File: config.mk
export PLATFORM = sky130hd
export DESIGN_NAME = proc_control_flat
export DESIGN_NICKNAME = d
export VERILOG_FILES = /design/src/rtl/proc_control_if.sv /design/src/rtl/proc_control.sv /design/src/flat_wrapper.sv
export SDC_FILE = /design/constraint.sdc
export NUM_CORES = 1
export LEC_CHECK = 0
export CORE_MARGIN = 1
export CORE_UTILIZATION = 35
export CTS_BUF_LIST = sky130_fd_sc_hd__clkbuf_4 sky130_fd_sc_hd__clkbuf_8 sky130_fd_sc_hd__clkbuf_16
export CTS_CLUSTER_SIZE = 10
export DETAILED_ROUTE_END_ITERATION = 8
export PLACE_DENSITY_LB_ADDON = 0.08
export SLEW_MARGIN = 20
export SYNTH_ARGS = -nofsm -noshare
export SYNTH_HDL_FRONTEND = slang
export SYNTH_SLANG_ARGS = --single-unit
File: constraint.sdc
create_clock -name clk -period 2.01 [get_ports clk]
set_input_delay 0.201 -clock clk [delete_from_list [all_inputs] [get_ports clk]]
set_output_delay 0.201 -clock clk [all_outputs]
set_load 0.01 [all_outputs]
File: src/rtl/proc_control_if.sv
// Control bundle between the instruction sequencer and its surroundings:
// run/instruction inputs plus the datapath enables it produces.
interface proc_control_if;
    logic       run;
    logic [8:0] din;
    logic [7:0] rin;
    logic [7:0] rout;
    logic       ain;
    logic       gin;
    logic       gout;
    logic       dinout;
    logic       irin;
    logic [1:0] operacao;
    logic       done;
    logic [1:0] tstep;

    modport master (
        output run, din,
        input  rin, rout, ain, gin, gout, dinout, irin, operacao, done, tstep
    );

    modport slave (
        input  run, din,
        output rin, rout, ain, gin, gout, dinout, irin, operacao, done, tstep
    );
endinterface

File: src/rtl/proc_control.sv
// Four-step instruction sequencer for a simple 8-register processor
// (mv, mvi, add, sub); outputs decode the current step and instruction register.
module proc_control (
    input  logic          clk,
    input  logic          rst,
    proc_control_if.slave bus
);
    typedef enum logic [1:0] {
        T0 = 2'b00,
        T1 = 2'b01,
        T2 = 2'b10,
        T3 = 2'b11
    } step_t;

    step_t      step_q;
    logic [8:0] ir_q;

    logic [2:0] opcode;
    logic [2:0] x_idx;
    logic [2:0] y_idx;
    logic [7:0] x_sel;
    logic [7:0] y_sel;
    logic       is_alu;

    logic [7:0] rin_w;
    logic [7:0] rout_w;
    logic       ain_w;
    logic       gin_w;
    logic       gout_w;
    logic       dinout_w;
    logic       irin_w;
    logic [1:0] operacao_w;
    logic       done_w;

    assign opcode = ir_q[8:6];
    assign x_idx  = ir_q[5:3];
    assign y_idx  = ir_q[2:0];
    assign is_alu = (opcode == 3'b010) || (opcode == 3'b011);

    generate
        for (genvar gi = 0; gi < 8; gi++) begin : g_reg_dec
            assign x_sel[gi] = (x_idx == 3'(gi));
            assign y_sel[gi] = (y_idx == 3'(gi));
        end
    endgenerate

    // IR is written only on the T0 -> T1 transition and held through the rest.
    always_ff @(posedge clk or posedge rst) begin
        if (rst) begin
            step_q <= T0;
            ir_q   <= 9'h000;
        end else begin
            case (step_q)
                T0: begin
                    if (bus.run) begin
                        ir_q   <= bus.din;
                        step_q <= T1;
                    end
                end
                T1:      step_q <= is_alu ? T2 : T0;
                T2:      step_q <= T3;
                default: step_q <= T0;
            endcase
        end
    end

    always_comb begin
        rin_w      = 8'h00;
        rout_w     = 8'h00;
        ain_w      = 1'b0;
        gin_w      = 1'b0;
        gout_w     = 1'b0;
        dinout_w   = 1'b0;
        irin_w     = 1'b0;
        operacao_w = 2'b00;
        done_w     = 1'b0;
        case (step_q)
            T0: irin_w = bus.run;
            T1: begin
                case (opcode)
                    3'b000: begin
                        rout_w = y_sel;
                        rin_w  = x_sel;
                        done_w = 1'b1;
                    end
                    3'b001: begin
                        dinout_w = 1'b1;
                        rin_w    = x_sel;
                        done_w   = 1'b1;
                    end
                    3'b010, 3'b011: begin
                        rout_w = x_sel;
                        ain_w  = 1'b1;
                    end
                    default: done_w = 1'b1;
                endcase
            end
            T2: begin
                if (is_alu) begin
                    rout_w     = y_sel;
                    gin_w      = 1'b1;
                    operacao_w = (opcode == 3'b011) ? 2'b01 : 2'b00;
                end
            end
            default: begin
                if (is_alu) begin
                    gout_w = 1'b1;
                    rin_w  = x_sel;
                    done_w = 1'b1;
                end
            end
        endcase
    end

    assign bus.rin      = rin_w;
    assign bus.rout     = rout_w;
    assign bus.ain      = ain_w;
    assign bus.gin      = gin_w;
    assign bus.gout     = gout_w;
    assign bus.dinout   = dinout_w;
    assign bus.irin     = irin_w;
    assign bus.operacao = operacao_w;
    assign bus.done     = done_w;
    assign bus.tstep    = step_q;
endmodule

File: src/flat_wrapper.sv
// flat-port wrapper written by rule: the top's interface ports become plain ports
module proc_control_flat 
  (clk, rst, bus_run, bus_din, bus_rin, bus_rout, bus_ain, bus_gin, bus_gout, bus_dinout, bus_irin, bus_operacao, bus_done, bus_tstep);
  proc_control_if bus_i ();
  input  logic clk;
  input  logic rst;
  input wire logic [$bits(bus_i.run)-1:0] bus_run;
  input wire logic [$bits(bus_i.din)-1:0] bus_din;
  output wire logic [$bits(bus_i.rin)-1:0] bus_rin;
  output wire logic [$bits(bus_i.rout)-1:0] bus_rout;
  output wire logic [$bits(bus_i.ain)-1:0] bus_ain;
  output wire logic [$bits(bus_i.gin)-1:0] bus_gin;
  output wire logic [$bits(bus_i.gout)-1:0] bus_gout;
  output wire logic [$bits(bus_i.dinout)-1:0] bus_dinout;
  output wire logic [$bits(bus_i.irin)-1:0] bus_irin;
  output wire logic [$bits(bus_i.operacao)-1:0] bus_operacao;
  output wire logic [$bits(bus_i.done)-1:0] bus_done;
  output wire logic [$bits(bus_i.tstep)-1:0] bus_tstep;
  assign bus_i.run = bus_run;
  assign bus_i.din = bus_din;
  assign bus_rin = bus_i.rin;
  assign bus_rout = bus_i.rout;
  assign bus_ain = bus_i.ain;
  assign bus_gin = bus_i.gin;
  assign bus_gout = bus_i.gout;
  assign bus_dinout = bus_i.dinout;
  assign bus_irin = bus_i.irin;
  assign bus_operacao = bus_i.operacao;
  assign bus_done = bus_i.done;
  assign bus_tstep = bus_i.tstep;
  proc_control u_core (.clk(clk), .rst(rst), .bus(bus_i));
endmodule
==> impl_metrics.yaml <==
synth:
  synth_area_leader_cell: "dfrtp_1"
  ys_seq_area_frac: 0.347
  synth_warnings: 0
  async_reset_ff_frac: 1.00
  yosys.area.top_type_share: 0.347
  syn_area_um2: 793
  synth_nets: 102
  ys_types: 28
  avgSynthCellArea_um2: 9.33
  syn_inst: 85
  synth_edf_count: 0
  synth-main-ff-cell: "dfrtp_1"
  synth.area.top_cells: "dfrtp_1 35%, mux2_2 9.9%, o32ai_1 8.8%, ha_1 7.9%, nor3_1 5.0%"
  yosys_register_bits: 11
final_layout:
  synthToLayoutAreaGrowth_pct: 72.1
  postLayoutCellArea_mm2: 0.00137
  fin_util: 0.669
  layout_common_cells: "16 x clkdlybuf4s50_1, 16 x buf_2, 12 x buf_4"
  final_nets: 154
  diodes: 0
  drive_gt1_frac: 0.485
  finalNonFillerCells: 163
  nFillCells: 173
status:
  violations: "setup timing"
  run_status: "finished with violations"
sta:
  clock_skew_ps: 1.98
  holdWs_ps: 221
  slew_violations: 0
  timing.fmax_mhz: 492
  finalSetupViolations: 3
  min_period_over_period: 1.01
  grt_setup_unrepaired: "yes"
  hold_viol_final: 0
  final.setup.tns_ps: -39.3
  fin_ws_ps: -21.5
  fin_crit_ps: 2030
placement:
  placed_cell_area_mm2: 0.00126
  placed_cells: 158
  numPortBuffers: 36
  dp_slack_ps: -235
  place_hpwl_um: 1650
  routabilityCongestion: 0.807
clock_tree:
  cts_buffers: 3
  clk_pin_slew_ps: 70
  ctsHoldBuffers: 0
  cts_tree: "built"
  cts_buffer_depth: 2
  htree_levels: 1
  cts-root-buf: "clkbuf_4"
  clock-sinks: 11
  clk_latency_ps: 260
routing:
  vias: 870
  drtIter0Drc: 8
  drc_errors: 0
  wl_per_cell_um: 13.8
  ant_nets: 0
  finalWirelength_um: 2240
  dr.pass1.iters: 4
  via_per_inst: 5.34
floorplanning:
  fp.coreArea_mm2: 0.00204
  die_w_um: 49.6
  dieArea_mm2: 0.00246
  io_pins: 38
  die_h_um: 49.6
  rows: 16
  initial_core_util: 0.388
power_and_ir_drop:
  p_total_mw: 1.82
  leakage_nw: 0.627
  power_density_mw_per_mm2: 1330
  vdd_ir_drop_max_mv: 0.813
global_route:
  antenna_found_initial: 0
  grt_pass1_vias: 847
  grt.overflow.total: 0
  track_usage: 0.197
  grt_max_degree: 12
  grt_pass1_wl_um: 3760
job:
  cap_viol_max_count: 0
worst_setup_path:
  cp-start-kind: "register"
  arrival_ps: 1830
  criticalPathCategory: "reg2out"
  critPathMaxFanout: 8
  r2r_cells: 5
  endpoint_kind: "primary output"
  worstPathRequired_ps: 1810
  slowest_delay_ps: 420
  slowest_stage: "dfrtp_1"
  crit_chain: "inv_2, ha_4, or3b_4, a21o_4, nor3_2, buf_2"
min_path:
  hp-class: "in2async"
path summary, 6_finish.rpt:
path / start / to / slack [ps]
max: u_core.bus.tstep[1]$_DFFE_PP0P_ / bus_rin[5] / -20
min: rst / u_core.ir_q[5]$_DFFE_PP0P_ / 220
max reg2reg: u_core.bus.tstep[0]$_DFFE_PP0P_ / u_core.ir_q[6]$_DFFE_PP0P_ / 610
min reg2reg: u_core.ir_q[0]$_DFFE_PP0P_ / u_core.ir_q[0]$_DFFE_PP0P_ / 580
max in group asynchronous: rst / u_core.bus.tstep[0]$_DFFE_PP0P_ / 1490
min in group clk: bus_din[5] / u_core.ir_q[5]$_DFFE_PP0P_ / 540
cells in the mapped netlist, types with 2 or more instances:
cell type   n
nand2_1     5
nand2b_1    4
dfrtp_1    11
inv_1       6
and2_1      3
nor3_1      8
nand3_1     3
o32ai_1     8
mux2_2      7
nand3b_1    2
o21ai_0     3
nor2b_1     3
nand4_1     2
a31oi_1     2
ha_1        5
per-layer routing:
layer	GRT usage	share of wire	wire length, um	vias up
li1	-	-	-	418
met2	0.311	0.51	1130	26
met4	0.114	0.020	44	0
met1	0.260	0.44	984	420
met5	0	0	0	-
met3	0.0185	0.036	80	6
cells by family (layout without fill, tap and decap cells):
family,after synthesis,in the layout,synth area share
compound gates,16,16,0.147
flops,11,11,0.347
buf+inv,8,59,0.0521
other cells,1,1,0.00473
fa+ha+maj,5,5,0.0789
simple gates,36,36,0.259
mux,8,8,0.112
worst max-delay path, delay by kind of cell (launching register included):
family / cells / cell delay [ps]
buffers and inverters: 2 / 250
DFF: 1 / 420
and+or+nand+nor: 2 / 500
adders and majority gates: 1 / 140
AOI/OAI and AO/OA: 1 / 260
flip-flops by register name, summed over array words and instances (netlist names):
signal	cells
u_core.ir_q	9
u_core.bus.tstep	2
report_power, final:
group	switching [mW]	internal, mW	total, mW
clock	0.0673	0.0901	0.157
combinational	0.564	0.587	1.15
sequential	0.178	0.334	0.512
repair_timing:
item | 4_1_cts | 5_1_grt
pin swaps | 8 | 4
buffers inserted | 1 | 0
endpoints found under the setup margin | 22 | 21
gates resized for setup | 84 | 14
area by class of cell:
cell class / count / area [um2] / share of cell area
multi-input cells: 66 / 618 / 0.453
well taps: 27 / 33.8 / 0.0247
inverters: 6 / 22.5 / 0.0165
clock buffers: 4 / 30.0 / 0.0220
repair buffers: 49 / 384 / 0.281
flip-flops and latches: 11 / 277 / 0.203
Power figures use the tool's default switching activity.
